File: config.mk
export PLATFORM = sky130hd
export DESIGN_NAME = rv_fetch_unit
export DESIGN_NICKNAME = d
export VERILOG_FILES = /design/src/rtl/rv_fetch_unit.sv
export SDC_FILE = /design/constraint.sdc
export NUM_CORES = 1
export LEC_CHECK = 0
export ABC_AREA = 1
export CORE_MARGIN = 1.5
export CORE_UTILIZATION = 63
export CTS_BUF_LIST = sky130_fd_sc_hd__clkbuf_8
export CTS_CLUSTER_DIAMETER = 40
export CTS_CLUSTER_SIZE = 40
export DETAILED_ROUTE_END_ITERATION = 8
export PLACE_DENSITY_LB_ADDON = 0.1
export SYNTH_ARGS = -nofsm -noshare
export SYNTH_HDL_FRONTEND = slang
export SYNTH_SLANG_ARGS = --single-unit
File: constraint.sdc
create_clock -name clk -period 16.9 [get_ports clk]
set_clock_uncertainty 0.2 [all_clocks]
set_input_delay 1.69 -clock clk [delete_from_list [all_inputs] [get_ports clk]]
set_output_delay 1.69 -clock clk [all_outputs]
set_load 0.02 [all_outputs]
File: src/rtl/rv_fetch_unit.sv
// RV32I instruction-fetch front end: owns the PC, issues pipelined fetches to a
// variable-latency memory, and buffers in-order responses for decode.
module rv_fetch_unit #(
   parameter int unsigned     XLEN     = 32,
   parameter int unsigned     DEPTH    = 4,
   parameter logic [XLEN-1:0] RESET_PC = '0
) (
   input  logic            clk,
   input  logic            rst,
   output logic            imem_req_valid,
   input  logic            imem_req_ready,
   output logic [XLEN-1:0] imem_req_addr,
   input  logic            imem_rsp_valid,
   input  logic [31:0]     imem_rsp_data,
   input  logic            redirect_valid,
   input  logic [XLEN-1:0] redirect_pc,
   input  logic            halt,
   output logic            inst_valid,
   input  logic            inst_ready,
   output logic [31:0]     inst_data,
   output logic [XLEN-1:0] inst_pc,
   output logic            halted
);

   localparam int unsigned AW = $clog2(DEPTH);
   localparam int unsigned CW = AW + 1;

   logic [XLEN-1:0] fetch_pc_q, fetch_pc_d;
   logic [XLEN-1:0] rsp_pc_q, rsp_pc_d;
   logic [CW-1:0]   count_q, count_d;
   logic [CW-1:0]   inflight_q, inflight_d;
   logic [CW-1:0]   discard_q, discard_d;
   logic [AW-1:0]   wr_ptr_q, wr_ptr_d;
   logic [AW-1:0]   rd_ptr_q, rd_ptr_d;
   logic            halted_q, halted_d;
   logic [31:0]     data_q [DEPTH];
   logic [31:0]     data_d [DEPTH];
   logic [XLEN-1:0] pcs_q  [DEPTH];
   logic [XLEN-1:0] pcs_d  [DEPTH];

   logic [CW:0]     occupancy;
   logic            req_fire;
   logic            rsp_keep;
   logic            deq;
   logic [XLEN-1:0] redirect_base;

   // Discarded in-flight fetches still hold credit, so occupancy never exceeds DEPTH.
   always_comb begin
      occupancy      = {1'b0, count_q} + {1'b0, inflight_q};
      imem_req_valid = !rst && !halted_q && !redirect_valid &&
                       (occupancy < (CW+1)'(DEPTH));
      imem_req_addr  = fetch_pc_q;
      inst_valid     = (count_q != '0);
      inst_data      = data_q[rd_ptr_q];
      inst_pc        = pcs_q[rd_ptr_q];
      halted         = halted_q;
      req_fire       = imem_req_valid && imem_req_ready;
      deq            = inst_valid && inst_ready;
      rsp_keep       = imem_rsp_valid && !redirect_valid && (discard_q == '0);
      redirect_base  = redirect_pc & ~(XLEN'(3));
   end

   always_comb begin
      fetch_pc_d = fetch_pc_q;
      rsp_pc_d   = rsp_pc_q;
      count_d    = count_q;
      discard_d  = discard_q;
      wr_ptr_d   = wr_ptr_q;
      rd_ptr_d   = rd_ptr_q;
      halted_d   = halted_q;
      data_d     = data_q;
      pcs_d      = pcs_q;
      inflight_d = inflight_q + CW'(req_fire) - CW'(imem_rsp_valid);

      if (redirect_valid) begin
         fetch_pc_d = redirect_base;
         rsp_pc_d   = redirect_base;
         count_d    = '0;
         wr_ptr_d   = '0;
         rd_ptr_d   = '0;
         discard_d  = inflight_d;
         halted_d   = 1'b0;
      end else begin
         if (req_fire) fetch_pc_d = fetch_pc_q + XLEN'(4);
         if (imem_rsp_valid && (discard_q != '0)) discard_d = discard_q - CW'(1);
         if (rsp_keep) begin
            data_d[wr_ptr_q] = imem_rsp_data;
            pcs_d[wr_ptr_q]  = rsp_pc_q;
            wr_ptr_d         = wr_ptr_q + AW'(1);
            rsp_pc_d         = rsp_pc_q + XLEN'(4);
         end
         if (deq) rd_ptr_d = rd_ptr_q + AW'(1);
         count_d = count_q + CW'(rsp_keep) - CW'(deq);
         if (halt) halted_d = 1'b1;
      end
   end

   always_ff @(posedge clk or posedge rst) begin
      if (rst) begin
         fetch_pc_q <= RESET_PC;
         rsp_pc_q   <= RESET_PC;
         count_q    <= '0;
         inflight_q <= '0;
         discard_q  <= '0;
         wr_ptr_q   <= '0;
         rd_ptr_q   <= '0;
         halted_q   <= 1'b0;
         for (int unsigned i = 0; i < DEPTH; i++) begin
            data_q[i] <= '0;
            pcs_q[i]  <= '0;
         end
      end else begin
         fetch_pc_q <= fetch_pc_d;
         rsp_pc_q   <= rsp_pc_d;
         count_q    <= count_d;
         inflight_q <= inflight_d;
         discard_q  <= discard_d;
         wr_ptr_q   <= wr_ptr_d;
         rd_ptr_q   <= rd_ptr_d;
         halted_q   <= halted_d;
         data_q     <= data_d;
         pcs_q      <= pcs_d;
      end
   end

endmodule

==> flow_summary_export.csv <==
group,metric,value,unit
detailed_routing,via_count,13875,
power,total_power,2.64,mW
synthesis,ys_types,36,
cells_and_area,area_delta_synth_final,15.0,%
critical_path,path_depth,5,
detailed_routing,post_drt_wl_per_cell,16.1,um
detailed_routing,wl,39.6,mm
synthesis,synth_flop_cell,"dfrtp_1",
detailed_routing,antenna_left,0,
clock_network,post_cts_buffers,0,
clock_network,clk_pin_slew,0.07,ns
floorplan,ios,170,
floorplan,core,24500,um2
critical_path,worstSetupPathType,"in2out",
detailed_routing,route.detailed.drc,0,
cells_and_area,final_nets,2187,
detailed_routing,viasPerCell,5.65,
global_route,gr-total-overflow,0,
synthesis,synth_edf_count,0,
global_route,grt_max_degree,149,
critical_path,startpoint_type,"input pin",
clock_network,cts.sinks,322,
critical_path,cpPeakStageDelay,0.70,ns
floorplan,dieArea,26100,um2
timing,hold_viol,0,
timing,fin_tns_setup,0,ns
clock_network,post_cts_resized,0,
floorplan,fp.dieH,161,um
timing,fmax,175,MHz
min_path,hold_class,"reg2reg",
clock_network,cts_tree,"yes",
global_route,grt_pass1_wl,65.8,mm
synthesis,avgSynthCellArea,7.94,um2
clock_network,cts_hold_buffers,0,
timing,fin_crit,5.70,ns
detailed_routing,drt_pass1_iterations,5,
critical_path,cp_slowest_cell,"inv_8",
critical_path,path_max_fanout,148,
floorplan,rows,57,
floorplan,die_w,161,um
clock_network,clockBufferDepth,3,
synthesis,netlist_area,15800,um2
global_route,grt_pass1_vias,13326,
power,irDropWorstVdd,78.6,uV
timing,drv_slew,0,
critical_path,r2r_cells,13,
power,p_per_area,145,nW/um2
timing,period_share,33.7,%
detailed_routing,drt_iter0_markers,1516,
timing,worst_slew_pin_slew,1.09,ns
synthesis,synthArstFlopShare,100,%
clock_network,cts_root_buf,"clkbuf_8",
timing,finalSetupViolCount,0,
critical_path,cp_top_family,"buffers and inverters",
critical_path,path_cells,"clkdlybuf4s50_1, inv_8, nand3_2, nor2_2, clkdlybuf4s50_1",
power,leakagePower,8.60,nW
global_route,antenna_found_initial,0,
synthesis,syn_inst,1994,
critical_path,worst-path-buf-inv,3,
critical_path,cp.arrival,3.81,ns
clock_network,numCtsBuffers,40,
cells_and_area,nFillCells,1882,
synthesis,synth_seq_area_share,50.9,%
placement,place_congestion,0.965,
timing,rsz0062_at_grt,"false",
critical_path,cp.required,15.01,ns
critical_path,setup.worst_path.end_class,"output port",
global_route,grt_usage,31.2,%
timing,slew_headroom,27.2,%
clock_network,htreeDepth,2,
synthesis,ys_ff_latch,322,
placement,portBuffers,163,
outcome,outcome,"completed",
placement,dp_hpwl,25.2,mm
floorplan,start_util,64.7,%
cells_and_area,diodes,0,
cells_and_area,drive_gt1_share,5.72,%
synthesis,ys_warn_count,0,
critical_path,cpMostUsedCell,"clkdlybuf4s50_1",
clock_network,clock_latency,0.57,ns
job,drv_cap,0,
min_path,min_path_cells,2,
## kinds of logic after synthesis
kind of cell | Yosys count | synth area share (%)
AOI/OAI and AO/OA | 493 | 16.4
xor gates and xnor gates | 16 | 0.886
adders and majority gates | 16 | 1.36
buffers and inverters | 269 | 8.21
DFF | 322 | 50.9
other | 1 | 0.0237
and+or+nand+nor | 877 | 22.2
## state kept, by name, indices dropped and copies added (netlist names)
register,count
imem_req_addr,30
inflight_q,3
data_q,128
pcs_q,120
halted,1
count_q,3
discard_q,3
wr_ptr_q,2
rd_ptr_q,2
rsp_pc_q,30
## cell usage after synthesis, drive strengths merged (4+ instances only)
| library cell | instances | area [um2] |
|---|---|---|
| a21oi | 10 | 50.1 |
| buf | 72 | 552 |
| clkbuf | 42 | 158 |
| dfrtp | 322 | 8060 |
| ha | 14 | 175 |
| inv | 153 | 582 |
| nand2 | 553 | 2130 |
| nand3 | 94 | 475 |
| nand3b | 4 | 30.0 |
| nor2 | 221 | 857 |
| o21ai | 414 | 2100 |
| o22ai | 62 | 388 |
| xnor2 | 5 | 43.8 |
| xor2 | 11 | 96.3 |
## routing by layer
layer | vias to the layer above | share of wire [%] | global-route usage (%)
met2 | 559 | 46 | 49.6
met3 | 84 | 7.7 | 5.26
met5 | - | 0 | 0
li1 | 6690 | - | -
met4 | 0 | 2.8 | 11.5
met1 | 6542 | 44 | 43.5
## area by class of cell
type	count	area [um2]	area share [%]
Clock inverter	25	260	1.43
Multi-Input combinational cell	1406	6480	35.6
Timing Repair Buffer	175	1720	9.46
Sequential cell	322	8060	44.3
Clock buffer	49	674	3.71
Inverter	155	598	3.29
Tap cell	324	405	2.23
## where the power goes
group	switching (mW)	total (mW)	internal [mW]	leakage, nW
Combinational	0.572	0.978	0.406	3.85
Clock	0.311	0.634	0.323	0.467
Sequential	0.111	1.03	0.921	4.28
## final timing paths
check,end,slack (ns),start
hold reg to reg,data_q[62],0.28,data_q[62]
setup / recovery,imem_req_valid,11.20,rst
max in group asynchronous,pcs_q[46],12.91,rst
hold / removal,data_q[62],0.28,data_q[62]
setup reg to reg,discard_q[2],13.72,count_q[2]
min in group asynchronous,pcs_q[5],1.58,rst
## tightest hold or removal path: cells and delay by family, from the launching register on
kind / cells / cell delay, ns
flops: 1 / 0.34
simple gates: 1 / 0.06
compound gates: 1 / 0.05
## cell usage in the layout, fill, tap and decap left out, types with 7 or more instances in the layout
cell type,n
nand2_1,543
dfrtp_1,320
o21ai_1,232
nor2_1,214
o21ai_0,174
clkdlybuf4s50_1,163
inv_1,148
nand3_1,93
o22ai_1,62
clkbuf_8,49
ha_1,14
buf_4,12
xor2_1,11
a21oi_1,10
o21ai_2,8
clkinvlp_4,7
## per-stage QoR
step           cells  hold WS [ns]  worst slack (ns)  area, um2  util, %
2_1_floorplan   1997         0.248              5.80      15800        -
3_3_place_gp    2382         0.261             11.13      17300     70.6
3_5_place_dp    2382         0.264             11.11      17300     70.6
4_1_cts         2456         0.282             11.11      18200     74.4
5_1_grt         2456         0.300             10.97      18200     74.4
6_report        2456         0.279             11.20      18200     74.4
No activity file was read; power rests on OpenSTA's default activity.
